==> src/rtl/muldiv_unit.sv <==
// HI/LO multiply/divide unit: 32-step shift-add multiplier and restoring divider
// sharing one 64-bit working register, with a start/busy/done handshake.
//
// state | meaning
// IDLE  | waiting for start; honours MTHI/MTLO
// RUN   | one multiply/divide step per clock, counter 0..31
// FIX   | apply result signs, write HI/LO, pulse done
module muldiv_unit (
  input  logic        clock,
  input  logic        reset_n,
  input  logic        start,
  input  logic [1:0]  op,
  input  logic [31:0] a,
  input  logic [31:0] b,
  input  logic        hi_write,
  input  logic        lo_write,
  output logic        busy,
  output logic        done,
  output logic [31:0] hi,
  output logic [31:0] lo
);

  typedef enum logic [1:0] {
    S_IDLE = 2'd0,
    S_RUN  = 2'd1,
    S_FIX  = 2'd2
  } state_t;

  state_t      state, state_next;
  logic [4:0]  count;
  logic [63:0] work;
  logic [31:0] operand;
  logic [31:0] a_raw;
  logic        is_div;
  logic        neg_res;
  logic        neg_rem;
  logic        div_zero;
  logic [31:0] hi_r, lo_r;
  logic        done_r;

  logic        signed_op, a_neg, b_neg;
  logic [31:0] a_mag, b_mag;
  logic [32:0] mul_sum;
  logic [63:0] mul_next;
  logic        div_fits;
  logic [31:0] div_rem;
  logic [63:0] div_next;
  logic [63:0] mul_fixed;
  logic [31:0] fix_hi, fix_lo;

  assign signed_op = ~op[0];
  assign a_neg     = signed_op & a[31];
  assign b_neg     = signed_op & b[31];
  assign a_mag     = a_neg ? -a : a;
  assign b_mag     = b_neg ? -b : b;

  // Multiply: work = {partial product, remaining multiplier bits}.
  assign mul_sum  = {1'b0, work[63:32]} + (work[0] ? {1'b0, operand} : 33'd0);
  assign mul_next = {mul_sum, work[31:1]};

  // Divide: work = {remainder, dividend bits / quotient bits}.
  // When the trial subtraction succeeds the difference is below the divisor,
  // so its low 32 bits are exact.
  assign div_fits = {work[63:31]} >= {1'b0, operand};
  assign div_rem  = work[62:31] - operand;
  assign div_next = div_fits ? {div_rem, work[30:0], 1'b1} : {work[62:0], 1'b0};

  assign mul_fixed = neg_res ? -work : work;

  always_comb begin
    fix_hi = mul_fixed[63:32];
    fix_lo = mul_fixed[31:0];
    if (is_div) begin
      if (div_zero) begin
        fix_hi = a_raw;
        fix_lo = 32'hFFFF_FFFF;
      end else begin
        fix_hi = neg_rem ? -work[63:32] : work[63:32];
        fix_lo = neg_res ? -work[31:0]  : work[31:0];
      end
    end
  end

  always_comb begin
    state_next = state;
    case (state)
      S_IDLE:  if (start) state_next = S_RUN;
      S_RUN:   if (count == 5'd31) state_next = S_FIX;
      S_FIX:   state_next = S_IDLE;
      default: state_next = S_IDLE;
    endcase
  end

  always_ff @(posedge clock or negedge reset_n) begin
    if (!reset_n) state <= S_IDLE;
    else          state <= state_next;
  end

  always_ff @(posedge clock or negedge reset_n) begin
    if (!reset_n) begin
      count    <= 5'd0;
      work     <= 64'd0;
      operand  <= 32'd0;
      a_raw    <= 32'd0;
      is_div   <= 1'b0;
      neg_res  <= 1'b0;
      neg_rem  <= 1'b0;
      div_zero <= 1'b0;
      hi_r     <= 32'd0;
      lo_r     <= 32'd0;
      done_r   <= 1'b0;
    end else begin
      done_r <= 1'b0;
      case (state)
        S_IDLE: begin
          if (start) begin
            count    <= 5'd0;
            a_raw    <= a;
            is_div   <= op[1];
            neg_res  <= a_neg ^ b_neg;
            neg_rem  <= a_neg;
            div_zero <= op[1] && (b == 32'd0);
            if (op[1]) begin
              work    <= {32'd0, a_mag};
              operand <= b_mag;
            end else begin
              work    <= {32'd0, b_mag};
              operand <= a_mag;
            end
          end else begin
            // start takes priority over MTHI/MTLO in the same cycle
            if (hi_write) hi_r <= a;
            if (lo_write) lo_r <= a;
          end
        end
        S_RUN: begin
          work  <= is_div ? div_next : mul_next;
          count <= count + 5'd1;
        end
        S_FIX: begin
          hi_r   <= fix_hi;
          lo_r   <= fix_lo;
          done_r <= 1'b1;
        end
        default: ;
      endcase
    end
  end

  assign busy = (state != S_IDLE);
  assign done = done_r;
  assign hi   = hi_r;
  assign lo   = lo_r;

endmodule

==> config.mk <==
export PLATFORM = sky130hd
export DESIGN_NAME = muldiv_unit
export DESIGN_NICKNAME = d
export VERILOG_FILES = /design/src/rtl/muldiv_unit.sv
export SDC_FILE = /design/constraint.sdc
export NUM_CORES = 1
export LEC_CHECK = 0
export CAP_MARGIN = 20
export CORE_MARGIN = 8
export CORE_UTILIZATION = 54
export CTS_CLUSTER_SIZE = 12
export DETAILED_ROUTE_END_ITERATION = 7
export PLACE_DENSITY_LB_ADDON = 0.1
export SKIP_CTS_REPAIR_TIMING = 1
export SLEW_MARGIN = 20
export SYNTH_ARGS = -nofsm -noshare
export SYNTH_HDL_FRONTEND = slang
export SYNTH_SLANG_ARGS = --single-unit
==> constraint.sdc <==
create_clock -name clock -period 3.35 [get_ports clock]
set_input_delay 1.005 -clock clock [delete_from_list [all_inputs] [get_ports clock]]
set_output_delay 1.005 -clock clock [all_outputs]
set_load 0.005 [all_outputs]
* Word level (Yosys, flattened, before mapping) *
Cells that the tools add are included.

operators by class
  add/sub/neg operators = 8
  order comparisons = 1
  equality and inequality tests = 8
  mux-type cells = 28
  bitwise operators = 4
  reductions and logical operators = 11

operators by type and width
  cell                                                                    count
  32-bit two-way mux                                                      15
  64-bit two-way mux                                                      4
  32-bit negation                                                         4
  32-bit one-hot mux with 2 select lines                                  2
  64-bit one-hot mux with 2 select lines                                  1
  64-bit negation                                                         1
  32-bit by 32-bit adder with 33-bit output                               1
  33-bit by 32-bit >= comparator with 1-bit output                        1
  32-bit zero test                                                        1
  32-bit subtractor                                                       1
  2-bit != test (second input constant)                                   5
  5-bit one-hot mux with 2 select lines                                   1
  2-bit AND reduction                                                     3
  3-bit AND reduction                                                     2
  2-bit nonzero test                                                      3
  5-bit by 1-bit adder with 5-bit output (second input constant)          1
  5-bit equality test (second input constant)                             1
  5-bit two-way mux                                                       1
  2-bit two-way mux                                                       2
  2-bit one-hot mux with 2 select lines                                   1
  1-bit AND                                                               2
  2-bit by 1-bit equality test with 1-bit output (second input constant)  1
  2-bit equality test (second input constant)                             1
  2-bit zero test                                                         1
  other kinds (4)                                                         4

storage, ports and cells
  flip-flop bits (word level) = 204
  output and inout bits = 66
  logic and storage cells = 72

* Logic depth before layout (Yosys ltp) *
  word-level depth = 6
  mapped depth = 14
  gate-level depth less buffers = 13

* Least setup slack after synthesis *
No wires, ideal clock.

  path type = in2reg
  start = input a[7]
  end = register work[29]
  arrival time = 3.380 ns
  data required time = 3.264 ns
  slack = -0.117 ns
  cell stages on the path = 10
  cells stage by stage = buf_6 or4_4 or4_4 nor4_4 nand3_2 or3_4 o21ai_2 xor2_1 mux2_2 o221ai_2

on the way
  word-level cells in the longest chain between the ends = 5

RTL lines
  what                                    RTL line  source
  start, declared                         13        input logic [31:0] a,
  32-bit negation                         54        assign a_mag = a_neg ? -a : a;
  32-bit two-way mux                      54
  32-bit two-way mux                      123       if (op[1]) begin
  64-bit two-way mux                      116       if (start) begin
  64-bit one-hot mux with 2 select lines  114       case (state)
  end signal, assigned                    124       work <= {32'd0, a_mag};
  end signal, assigned                    127       work <= {32'd0, b_mag};
  end signal, assigned                    137       work <= is_div ? div_next : mul_next;
  end, declared                           31        logic [63:0] work;

No other way between the ends. The select of a mux whose other input is x is not followed.
A chain may end at the register's enable or synchronous reset.

* Final worst setup path *
  start = input a[9]
  end = register work[29]

The elaborated chain is that of the path after synthesis.

==> flow_metrics.py <==
metrics = {
    "timing": {
        "relSlewSlack_pct": 35.5,
        "period_minus_slack_ps": 3380,
        "finClkSkew_ps": 20.6,
        "fin_crit_sh_pct": 101,
        "tightest_slew_ps": 967,
        "fmax_ghz": 0.296,
        "timing.final.ws_setup_ps": -34.1,
        "hold_violations": 0,
        "holdWs_ps": 408,
        "setup_viol": 1,
        "rsz0062_at_grt": "true",
        "maxSlewViolCount": 0,
    },
    "final_layout": {
        "finish.instance_area_mm2": 0.0218,
        "final_common_cell": "buf_4",
        "area_growth_pct": 30.8,
        "multi_input_area_mm2": 0.0111,
        "fin_util_pct": 71.6,
        "antenna_cells": 0,
        "nets": 2616,
        "register_area_mm2": 0.00511,
        "drive_above_1_share_pct": 19.8,
        "fillers": 2519,
        "layout_common_cells": "buf_4, nand2_1, o21ai_0",
    },
    "cts": {
        "root_buffer": "clkbuf_16",
        "clkSlewWorstSetupHoldPaths_ps": 60,
        "cts-buffers-inserted": 25,
        "cts_tree": "yes",
        "clk-insertion-delay-late_ps": 570,
        "ctsHtreeMaxLevel": 1,
        "clkSinkCount": 204,
        "clock_path_buffers": 3,
    },
    "global_routing": {
        "grtUsageTotal_pct": 36.0,
        "overflow": 0,
        "grt_util_met3_pct": 8.06,
        "grt_use_met1_pct": 46.6,
        "grt_busiest_layer": "met2",
        "grt_pass1_wl_mm": 103,
        "grtUsageMet2_pct": 55.2,
        "grt_pass1_vias": 17700,
        "antenna_found_initial": 1,
        "grt_max_degree": 85,
    },
    "floorplan": {
        "rows": 64,
        "fp.dieH_um": 192,
        "die_w_um": 192,
        "dieArea_mm2": 0.0368,
        "boundaryPins": 137,
        "core_area_mm2": 0.0305,
        "start_util_pct": 54.8,
    },
    "status": {
        "outcome": "complete, but fails checks",
        "failed_checks": "DRC, setup timing",
    },
    "power_and_ir_drop": {
        "p_leak_nw": 9.62,
        "power.density_mw_per_mm2": 1080,
        "p_sw_w": 0.0110,
        "swShare_pct": 46.5,
        "power_w": 0.0237,
        "p_comb_share_pct": 68.0,
        "intPower_w": 0.0127,
        "ir_drop_mv": 0.689,
        "clkPwrFrac_pct": 11.9,
        "p_seq_share_pct": 20.1,
    },
    "route": {
        "drt-total-wl_mm": 68.8,
        "ant_nets": 0,
        "vias_per_cell": 6.40,
        "vias": 18500,
        "wl_per_cell_um": 23.8,
        "drc_errors": 8,
        "drt-pass1-iter-count": 8,
        "drt_iter0_drc": 2075,
    },
    "logic_synthesis": {
        "synth-seq-cells": 204,
        "synth_xor_area_share_pct": 9.02,
        "synth_fp_nets": 2278,
        "synthFlopType": "dfrtp_1",
        "synthMuxAreaShare_pct": 4.22,
        "async_flop_share_pct": 100,
        "netlist_area_mm2": 0.0167,
        "synth_top_family_by_area": "compound AO/OA/AOI/OAI gates",
        "synth-adder-area-share_pct": 5.48,
        "ys_warn_count": 0,
        "syn_inst": 2135,
        "synth_edf_count": 0,
        "yosys.area_share.simple_pct": 19.2,
        "yosysSeqAreaShare_pct": 30.6,
        "syn-mean-instance-area_um2": 7.83,
        "synth.distinct_cells": 79,
        "synth_compound_area_share_pct": 26.4,
    },
    "job": {
        "cap_violations": 0,
    },
    "critical_path": {
        "critPathKind": "primary input to flop",
        "required_ps": 3780,
        "crit_fanout": 3,
        "reg2reg_depth": 16,
        "arrival_ps": 3810,
        "critPathLaunchType": "primary input",
        "rrSetupSlack_ps": 80,
        "endpoint_kind": "flop",
        "reg2reg_to": "work[58]",
        "rr_startpoint": "work[0]",
    },
    "placed_design": {
        "postPlaceCellArea_mm2": 0.0206,
        "gp_congestion": 1.02,
        "hpwlAfterDp_mm": 52.0,
        "portBuffers": 136,
    },
    "hold_path": {
        "min_path_type": "primary input to async pin",
    },
}
stage by stage:
step | std cells | TNS, ps | worst slack (ps)
final | 2885 | -34.1 | -34.1
after CTS | 2874 | -1380 | -329
after global routing | 2885 | -411 | -97.6
after detailed placement | 2831 | -19230 | -604
after global placement | 2831 | -17450 | -596
after floorplan | 2135 | -254 | -115
sequential cells by signal (all words and copies together) (netlist names), 2 cells and up:
register and flops:
count 5, a_raw 32, work 64, hi 32, lo 32, state 2, operand 32
power by group through the flow:
| stage | clock, W | combinational [W] | sequential, W |
|---|---|---|---|
| after floorplan | 0 | 0.00907 | 0.00452 |
| after global placement | 0 | 0.0149 | 0.00471 |
| after detailed placement | 0 | 0.0151 | 0.00474 |
| after CTS | 0.00283 | 0.0152 | 0.00472 |
| after global routing | 0.00293 | 0.0174 | 0.00487 |
| final | 0.00282 | 0.0161 | 0.00477 |
cell usage after synthesis, drive strengths merged, types with 17 or more instances:
library cell,n,area [µm²]
o21ai,219,1100
xnor2,109,955
inv,58,218
nand2,314,1180
a31oi,29,181
buf,20,98.9
nor3,26,141
nand3,32,165
o211ai,40,300
a211oi,52,390
nor4,17,179
or3,17,111
o31ai,24,190
clkbuf,139,524
dfrtp,204,5100
mux2i,57,571
a21oi,166,831
nand2b,26,170
o22ai,42,263
a21o,30,225
o221ai,17,155
nor2,173,649
ha,70,876
xor2,63,552
kinds of logic after synthesis:
group	after synthesis
xor gates and xnor gates	172
muxes	69
and+or+nand+nor	692
buffers and inverters	218
AOI/OAI and AO/OA	708
adders and majority gates	72
DFF	204
critical path: stages:
cell	delay [ps]
clkbuf_2	120
or4_4	560
or4_4	570
nor4_4	350
nand3_2	110
or3_4	420
o21ai_2	160
xor2_1	230
mux2_2	200
o221ai_2	80
layout make-up:
cell class	instances	share of cell area [%]
Tap cell	396	2.27
Multi-Input combinational cell	1713	50.9
Clock inverter	9	0.515
Timing Repair Buffer	470	18.6
Sequential cell	204	23.4
Clock buffer	34	3.25
Inverter	59	1.01
worst max-delay path by stage:
stage / from / to / slack [ps] / cells past startpoint
finish: a[9] / work[29] / -30 / 10
global route: a[9] / work[29] / -100 / 10
CTS: operand[1] / work[62] / -330 / 15
detailed placement: a[9] / work[29] / -600 / 10
global placement: a[9] / work[29] / -600 / 10
floorplan: a[7] / work[29] / -110 / 10
routing by layer:
metal	up-vias	routed length, µm
met2	1087	30300
met1	8786	26600
met3	232	7680
met5	-	0
li1	8369	-
met4	0	4140
(Power assumes the default switching activity.)
